## src/rtl/tt_um_template_core_if.sv

```systemverilog
// Tiny-tapeout user pin bundle: enable, dedicated in/out pins and bidirectional pins.
interface tt_um_template_core_if;
  logic       ena;
  logic [7:0] ui_in;
  logic [7:0] uo_out;
  logic [7:0] uio_in;
  logic [7:0] uio_out;
  logic [7:0] uio_oe;

  modport master (
    output ena, ui_in, uio_in,
    input  uo_out, uio_out, uio_oe
  );

  modport slave (
    input  ena, ui_in, uio_in,
    output uo_out, uio_out, uio_oe
  );
endinterface

```

## src/rtl/tt_um_template_core.sv

```systemverilog
// Prescaled 0-9 decimal counter driving a 7-segment display; segments decode digit with no added latency.
// No backpressure: ena=0 freezes all state, ui_in[0] pauses and ui_in[2] clears synchronously.
module tt_um_template_core #(
  parameter int MAX_COUNT = 10_000_000
) (
  input  logic                 clk,
  input  logic                 rst_n,
  tt_um_template_core_if.slave io
);

  localparam logic [23:0] LAST = 24'(MAX_COUNT - 1);

  logic [23:0] presc;
  logic [3:0]  digit;
  logic [3:0]  digit_next;
  logic [6:0]  seg;
  logic        unused_ok;

  // Direction is only consumed on the tick edge, so a mid-period change leaves presc alone.
  always_comb begin
    digit_next = digit;
    if (io.ui_in[1]) begin
      digit_next = (digit == 4'd0) ? 4'd9 : digit - 4'd1;
    end else begin
      digit_next = (digit == 4'd9) ? 4'd0 : digit + 4'd1;
    end
  end

  always_ff @(posedge clk or negedge rst_n) begin
    if (!rst_n) begin
      presc <= '0;
      digit <= '0;
    end else if (io.ena) begin
      if (io.ui_in[2]) begin
        presc <= '0;
        digit <= '0;
      end else if (!io.ui_in[0]) begin
        if (presc == LAST) begin
          presc <= '0;
          digit <= digit_next;
        end else begin
          presc <= presc + 24'd1;
        end
      end
    end
  end

  always_comb begin
    seg = 7'h00;
    case (digit)
      4'd0:    seg = 7'h3F;
      4'd1:    seg = 7'h06;
      4'd2:    seg = 7'h5B;
      4'd3:    seg = 7'h4F;
      4'd4:    seg = 7'h66;
      4'd5:    seg = 7'h6D;
      4'd6:    seg = 7'h7D;
      4'd7:    seg = 7'h07;
      4'd8:    seg = 7'h7F;
      4'd9:    seg = 7'h6F;
      default: seg = 7'h00;
    endcase
  end

  assign io.uo_out  = {digit[0], seg};
  assign io.uio_out = 8'h00;
  assign io.uio_oe  = 8'h00;

  assign unused_ok = &{1'b0, io.uio_in, io.ui_in[7:3], 1'b0};

endmodule

```

## src/flat_wrapper.sv

```systemverilog
// flat-port wrapper written by rule: the top's interface ports become plain ports
module tt_um_template_core_flat 
#(
  parameter int MAX_COUNT = 10_000_000
)
  (clk, rst_n, io_ena, io_ui_in, io_uio_in, io_uo_out, io_uio_out, io_uio_oe);
  tt_um_template_core_if io_i ();
  input  logic clk;
  input  logic rst_n;
  input wire logic [$bits(io_i.ena)-1:0] io_ena;
  input wire logic [$bits(io_i.ui_in)-1:0] io_ui_in;
  input wire logic [$bits(io_i.uio_in)-1:0] io_uio_in;
  output wire logic [$bits(io_i.uo_out)-1:0] io_uo_out;
  output wire logic [$bits(io_i.uio_out)-1:0] io_uio_out;
  output wire logic [$bits(io_i.uio_oe)-1:0] io_uio_oe;
  assign io_i.ena = io_ena;
  assign io_i.ui_in = io_ui_in;
  assign io_i.uio_in = io_uio_in;
  assign io_uo_out = io_i.uo_out;
  assign io_uio_out = io_i.uio_out;
  assign io_uio_oe = io_i.uio_oe;
  tt_um_template_core #(.MAX_COUNT(MAX_COUNT)) u_core (.clk(clk), .rst_n(rst_n), .io(io_i));
endmodule
```

## config.mk

```make
export PLATFORM = sky130hd
export DESIGN_NAME = tt_um_template_core_flat
export DESIGN_NICKNAME = d
export VERILOG_FILES = /design/src/rtl/tt_um_template_core_if.sv /design/src/rtl/tt_um_template_core.sv /design/src/flat_wrapper.sv
export SDC_FILE = /design/constraint.sdc
export NUM_CORES = 1
export LEC_CHECK = 0
export ABC_AREA = 1
export CORE_MARGIN = 5
export CORE_UTILIZATION = 48
export CTS_CLUSTER_SIZE = 25
export DETAILED_ROUTE_END_ITERATION = 8
export GPL_TIMING_DRIVEN = 0
export PLACE_DENSITY = 0.77
export SETUP_SLACK_MARGIN = 0.1
export SLEW_MARGIN = 10
export SYNTH_ARGS = -nofsm -noshare
export SYNTH_HDL_FRONTEND = slang
export SYNTH_SLANG_ARGS = --single-unit
```

## constraint.sdc

```tcl
create_clock -name clk -period 1.6 [get_ports clk]
set_clock_uncertainty 0.05 [all_clocks]
set_input_delay 0.24 -clock clk [delete_from_list [all_inputs] [get_ports clk]]
set_output_delay 0.24 -clock clk [all_outputs]
set_load 0.02 [all_outputs]
```

; Word-level counts from Yosys, hierarchy flattened
; Memories as Yosys holds them, arrays and structs flattened.
; Index checks and enable logic that the tools add are counted.
[op_classes]
n_reduce_logical = 4
n_mux = 9
eq_ne = 3
addsub = 3
[ops]
columns = cell, count
row1 = two-way mux 24 bit, 3
row2 = "adder 24 x 1 -> 24 bit, second input constant", 1
row3 = "equality test 24 bit, second input constant", 1
row4 = two-way mux 4 bit, 6
row5 = "adder 4 x 1 -> 4 bit, second input constant", 1
row6 = "equality test 4 bit, second input constant", 1
row7 = zero test 4 bit, 1
row8 = "subtractor 4 x 1 -> 4 bit, second input constant", 1
row9 = AND reduction 3 bit, 1
row10 = "!= test 2 x 1 -> 1 bit, second input constant", 1
row11 = AND reduction 2 bit, 1
row12 = nonzero test 2 bit, 1
[word_totals]
regBits = 28
memories = 1
elab_cells = 22
romBits = 112
[mem_list]
columns = memory, words, word_bits, rd, rd_clocked_by_memory_dff, write_ports, line
row1 = (no name shown), 16, 7, 1, 0, 0, tt_um_template_core.sv:50  ; case (digit)

; Depth between registers and ports, before layout
; Gate-level depths: netlist (run 1).
[depth]
depth_word = 6
depth_mapped = 10
ltp_nobuf = 10

; Worst setup path before layout (run 1)
; Ideal clock, no wire load.
[synth_path]
path_type = register -> output
from = register u_core.digit[0]
to = output io_uo_out[3]
stages_incl_launch_ff = 5
required_time_ns = 1.310
arrival_ns = 1.311
slack_ns = -0.001
cell_sequence = dfrtp_1 inv_1 ha_1 nand2_1 a21oi_1
[synth_via]
elab_chain_len = 1
[synth_rtl]
columns = item, line
row1 = from (decl), tt_um_template_core.sv:14  ; logic [3:0] digit;
row2 = from (signal assigned), tt_um_template_core.sv:40  ; digit <= digit_next;
row3 = memory (16 x 7 bit), --
row4 = to (decl), flat_wrapper.sv:13  ; output wire logic [$bits(io_i.uo_out)-1:0] io_uo_out;
; Every way passes these cells.

; Worst setup path in the final report (run 1)
[layout_path]
from = register u_core.digit[1]
to = output io_uo_out[0]
; The elaborated chain is that of the path after synthesis.

==> results.json, run 1 <==
{
  "outcome": "finished, violations left",
  "violations": "negative setup slack",
  "place_congestion": 0.8968,
  "hpwl_mm": 3.703,
  "vdd_ir_drop_max_v": 0.0005273,
  "cp_max_fo": 4,
  "power_density_mw_per_mm2": 809.5,
  "grt_setup_unrepaired": "yes",
  "finalMaxSlewViolations": 0,
  "core_sq_mm": 0.004692,
  "worstSetupPathType": "reg -> out",
  "die_area_sq_mm": 0.006287,
  "syn_to_final_growth_pct": 40.12,
  "maxCapViolCount": 0,
  "wl_per_cell_microns": 13.00,
  "worstMarginPinSlew_ns": 0.6220,
  "stdcell_count": 466,
  "holdCritPathClass": "in -> reg",
  "critPathTopFamily": "flip-flops",
  "crit_required_ns": 1.31,
  "startpoint_type": "register",
  "wl_mm": 6.060,
  "finalNetCount": 441,
  "cts_tree": "built",
  "cts_sinks": 28,
  "clkTransAtPathRegs_ns": 0.10,
  "period_minus_slack_ns": 1.752,
  "syn_area_per_cell_sq_um": 6.623,
  "yosysWarningCount": 0,
  "dp.cells": 430,
  "io_pins": 43,
  "end_kind": "output port",
  "p_leak_uw": 0.001490,
  "slew_headroom_pct": 58.53,
  "die_w_microns": 79.29,
  "drt-initial-drc-count": 132,
  "synth_area_sq_mm": 0.002305,
  "power.total_uw": 2614,
  "cts-root-buf": "clkbuf_8",
  "fin_util_pct": 68.83,
  "ys_ff_latch": 28,
  "vias": 2379,
  "yosysSeqAreaShare_pct": 30.40,
  "max_freq_mhz": 570.8,
  "crit_chain": "inv_4 -> ha_2 -> nor2_2 -> nor2_2 -> a21oi_2 -> buf_4",
  "clk_latency_ns": 0.29,
  "firstDrtPassIters": 4,
  "die_height_microns": 79.29,
  "htreeDepth": 1,
  "synthDistinctLibCells": 29,
  "antennaDiodeCount": 0,
  "crit_path_frequent_cell": "nor2_2",
  "grt_usage_pct": 18.32,
  "vias_per_cell": 5.105,
  "timing.final.ws_setup_ns": -0.1519,
  "clockBufferDepth": 2,
  "finalHoldViolations": 0,
  "numPortBuffers": 13,
  "drive_gt1_share_pct": 36.89,
  "netlist_instances": 348,
  "cts_made_buffers": 3,
  "grt_pass1_vias": 2149,
  "drc": 0,
  "crit_buf_inv": 2,
  "ant_nets": 0,
  "antenna_found_initial": 0,
  "grt.overflow.total": 0,
  "period_share_pct": 109.5,
  "grt_pass1_wl_mm": 9.328,
  "report.final.setup_viol": 21,
  "critPathMaxStageDelay_ns": 0.47,
  "grt_max_degree": 29,
  "initial_core_util_pct": 49.12,
  "rows": 25,
  "cp.arrival_ns": 1.46,
  "slowest_stage": "dfrtp_2"
}
==> stage by stage <==
stage / hold WS (ns) / setup TNS, ns / setup WS [ns] / area [sq um]
after detailed placement: 0.4960 / -15.34 / -0.4076 / 2571
after global routing: 0.4606 / -2.534 / -0.2293 / 3229
after floorplan: -0.1056 / 0 / 0.03475 / 2374
final: 0.4436 / -1.278 / -0.1519 / 3229
after global placement: 0.4767 / -14.54 / -0.3942 / 2571
after CTS: 0.3325 / -1.079 / -0.1075 / 2945
==> Yosys cell counts <==
master | n | area, sq um
and2_1 | 1 | 6.260
nand2_2 | 4 | 25.02
nor2_2 | 10 | 62.56
nand3b_1 | 4 | 30.03
nor2_4 | 2 | 22.52
inv_2 | 2 | 7.510
buf_2 | 3 | 15.01
o21bai_1 | 1 | 7.510
ha_1 | 9 | 112.6
xnor2_1 | 2 | 17.52
conb_1 | 1 | 3.750
xor2_1 | 4 | 35.03
dfrtp_1 | 28 | 700.7
buf_12 | 1 | 20.02
nand2_4 | 1 | 11.26
a21oi_1 | 8 | 40.04
nand4_1 | 12 | 75.07
o21ai_0 | 6 | 30.03
nand3_1 | 33 | 165.2
buf_6 | 1 | 11.26
clkinv_4 | 1 | 8.760
nand2_1 | 97 | 364.1
clkbuf_1 | 1 | 3.750
nand3_4 | 1 | 17.52
a21oi_4 | 1 | 16.27
buf_4 | 17 | 127.6
nor3_1 | 3 | 15.01
nor2_1 | 56 | 210.2
inv_1 | 38 | 142.6
==> cell type report <==
type                            count  area (sq um)
Sequential cell                    28         710.7
Tap cell                           54         67.56
Fill cell                         380          1463
Multi-Input combinational cell    271          1568
Buffer                             22         186.4
Clock buffer                        3         41.29
Clock inverter                      1         30.03
Timing Repair Buffer               46         459.2
Inverter                           41         166.4
==> placed cells by master (no fill, tap or decap), drive strengths merged, types with 4 or more instances in the layout <==
| master | instances |
|---|---|
| a21oi | 9 |
| buf | 63 |
| conb | 16 |
| dfrtp | 28 |
| ha | 9 |
| inv | 40 |
| nand2 | 102 |
| nand3 | 34 |
| nand3b | 4 |
| nand4 | 12 |
| nor2 | 68 |
| o21ai | 6 |
| xor2 | 4 |
==> final timing paths <==
kind | slack (ns) | to | cells past startpoint | start
setup / recovery | -0.15 | io_uo_out[0] | 6 | u_core.digit[1]
hold / removal | 0.44 | u_core.digit[2] | 4 | io_ui_in[2]
setup reg to reg | -0.06 | u_core.presc[11] | 10 | u_core.presc[1]
hold reg to reg | 0.52 | u_core.presc[5] | 2 | u_core.presc[5]
max in group asynchronous | 0.61 | u_core.presc[12] | 2 | rst_n
min in group asynchronous | 0.45 | u_core.digit[2] | 2 | rst_n
==> sequential cells by signal, summed over array words and instances (netlist names) <==
register and cells:
u_core.digit 4, u_core.presc 24
==> repair_timing <==
item | CTS | global route
gates cloned | 1 | 0
hold buffers | 0 | 1
setup buffers | 16 | 16
pin swaps | 16 | 28
setup endpoints to repair | 33 | 36
gates resized for setup | 88 | 55
hold endpoints to repair | 0 | 28
==> routing by layer <==
layer  share of wire (%)  up-vias  GRT usage, %
li1                    -     1187             -
met1                  42     1110         23.63
met2                  51       69         31.90
met3                 4.5       13         1.814
met4                 1.7        0         6.186
met5                   0        -             0
==> kinds of logic (layout without fill, tap and decap cells) <==
kind of cell	after synthesis	in the layout	share of synthesized area, %
AND/OR/NAND/NOR	224	224	43.59
AO/OA/AOI/OAI	16	16	4.072
buffers and inverters	64	113	14.60
XOR/XNOR	6	6	2.280
flip-flops	28	28	30.40
adder cells (fa/ha/maj)	9	9	4.886
other	1	16	0.1627
==> tightest hold or removal path, stage by stage <==
cell           delay (ns)
dlygate4sd2_1        0.35
a21oi_2              0.05
nand3_1              0.06
nand2_1              0.05
==> power by group <==
part / internal [uW] / switching [uW]
logic: 559 / 635
registers: 756 / 92.3
clock network: 336 / 236
total: 1650 / 964
No activity file was read; power rests on OpenSTA's default activity.
==> run 2: changes to the inputs <==
CORE_UTILIZATION = 40   (was 48)
PLACE_DENSITY = 0.66   (was 0.77)
==> results.json, run 2 (same netlist as run 1, synthesis figures left out) <==
{
  "crit_chain": "inv_4 -> ha_4 -> ha_4 -> nand2_4 -> nand3_4 -> buf_6",
  "crit_path_frequent_cell": "ha_4",
  "vdd_ir_drop_max_v": 0.0006411,
  "finalMaxSlewViolations": 0,
  "htreeDepth": 1,
  "mostFrequentLayoutCells": "85 x nand2_1, 46 x buf_4, 34 x nor2_1",
  "grt.overflow.total": 0,
  "power_frac_comb_pct": 48.3,
  "antennaDiodeCount": 0,
  "initial_core_util_pct": 41.60,
  "ff2ff_setup_slack_ns": -0.14,
  "p_int_uw": 1710,
  "period_minus_slack_ns": 1.753,
  "maxCapViolCount": 0,
  "top_regs": "u_core.presc x24, u_core.digit x4",
  "wl_mm": 6.201,
  "syn_to_final_growth_pct": 45.87,
  "clockBufferDepth": 2,
  "largest_reg_flops": 24,
  "top_register": "u_core.presc",
  "cp_max_fo": 5,
  "core_sq_mm": 0.005540,
  "die_area_sq_mm": 0.007380,
  "cp.arrival_ns": 1.46,
  "layout_commonest_cell": "nand2_1",
  "place_area_sq_mm": 0.002589,
  "worstMarginPinSlew_ns": 0.6230,
  "stdcell_area_sq_mm": 0.003362,
  "crit_required_ns": 1.31,
  "whs_ns": 0.4082,
  "finalHoldViolations": 0,
  "hpwl_mm": 3.810,
  "stdcell_count": 490,
  "cts-root-buf": "clkbuf_8",
  "power.total_uw": 2711,
  "slowest_stage": "dfrtp_2",
  "antenna_found_initial": 0,
  "netSwitchingPower_uw": 1001,
  "io_pins": 43,
  "rows": 27,
  "grt_pass1_vias": 2152,
  "cts_sinks": 28,
  "die_height_microns": 85.91,
  "critPathMaxStageDelay_ns": 0.48,
  "finalNetCount": 447,
  "drive_gt1_share_pct": 39.47,
  "vias": 2319,
  "reg2reg_depth": 11,
  "grt_usage_pct": 15.63,
  "startpoint_type": "register",
  "hold_path_depth": 4,
  "drc": 0,
  "firstDrtPassIters": 4,
  "ant_nets": 0,
  "power_switching_share_pct": 36.93,
  "seqPwrFrac_pct": 30.7,
  "timing.final.ws_setup_ns": -0.1525,
  "clkPwrFrac_pct": 21.0,
  "cts_tree": "built",
  "vias_per_cell": 4.733,
  "worstSetupPathType": "reg -> out",
  "grt_max_degree": 29,
  "grt_pass1_wl_mm": 9.494,
  "dp.cells": 448,
  "wl_per_cell_microns": 12.66,
  "report.final.setup_viol": 29,
  "die_w_microns": 85.91,
  "violations": "negative setup slack",
  "outcome": "finished, violations left",
  "numPortBuffers": 13,
  "cts_made_buffers": 3,
  "grt_setup_unrepaired": "yes",
  "place_congestion": 0.8493,
  "drt-initial-drc-count": 106,
  "clkTransAtPathRegs_ns": 0.11,
  "clk_latency_ns": 0.28,
  "holdCritPathClass": "in -> reg",
  "p_leak_uw": 0.001532,
  "end_kind": "output port",
  "max_freq_mhz": 570.6,
  "period_share_pct": 109.5,
  "slew_headroom_pct": 58.47,
  "power_density_mw_per_mm2": 806.4
}
run 2: changes by cell type in the layout (fill, tap and decap cells not counted), sizes merged:
cell and change:
buf +6
run 2: layout make-up:
type / count / area (sq um)
Timing Repair Buffer: 52 / 509.2
Clock inverter: 1 / 30.03
Inverter: 41 / 163.9
Fill cell: 475 / 2178
Clock buffer: 3 / 41.29
Buffer: 22 / 186.4
Multi-Input combinational cell: 271 / 1632
Sequential cell: 28 / 709.4
Tap cell: 72 / 90.09
run 2: per-layer routing:
metal / global-route usage [%] / part of all wire, % / vias to the layer above / wire, microns
met4: 4.029 / 1.3 / 0 / 79
met1: 20.21 / 42 / 1051 / 2592
met2: 27.68 / 51 / 64 / 3192
met3: 1.537 / 5.4 / 7 / 336
li1: - / - / 1197 / -
met5: 0 / 0 / - / 0
run 2: metrics by stage:
step	util, %	setup slack, ns	setup TNS [ns]
2_1_floorplan	-	0.03475	0
3_3_place_gp	46.82	-0.3983	-16.86
3_5_place_dp	46.73	-0.4080	-9.875
4_1_cts	53.88	-0.1119	-1.198
5_1_grt	60.68	-0.2069	-4.335
6_report	60.68	-0.1525	-2.449
run 2: critical path, delay by kind of cell (launching register included):
kind | cells | cell delay, ns
adders and majority gates | 2 | 0.34
buffers and inverters | 2 | 0.21
and+or+nand+nor | 2 | 0.14
DFF | 1 | 0.48
run 2: what timing repair did:
| action | CTS | global route |
|---|---|---|
| pin swaps | 19 | 33 |
| endpoints found under the setup margin | 32 | 35 |
| cloned | 1 | 0 |
| buffers inserted | 21 | 18 |
| hold buffers | 1 | 0 |
| resized for setup | 80 | 72 |
| endpoints found under the hold margin | 28 | 0 |
run 2: worst paths after layout:
| path | from | end |
|---|---|---|
| min | io_ui_in[2] | u_core.digit[2] |
| min reg2reg | u_core.presc[6] | u_core.presc[6] |
| max reg2reg | u_core.presc[0] | u_core.presc[11] |
| max in group asynchronous | rst_n | u_core.presc[15] |
| min in group asynchronous | rst_n | u_core.presc[5] |
| max | u_core.digit[0] | io_uo_out[4] |
run 2: power groups by stage:
stage | combinational (uW) | clock [uW] | sequential, uW
floorplan | 556 | 0 | 821
global placement | 817 | 0 | 837
detailed placement | 822 | 0 | 838
CTS | 1090 | 577 | 823
global route | 1420 | 609 | 836
finish | 1310 | 569 | 832
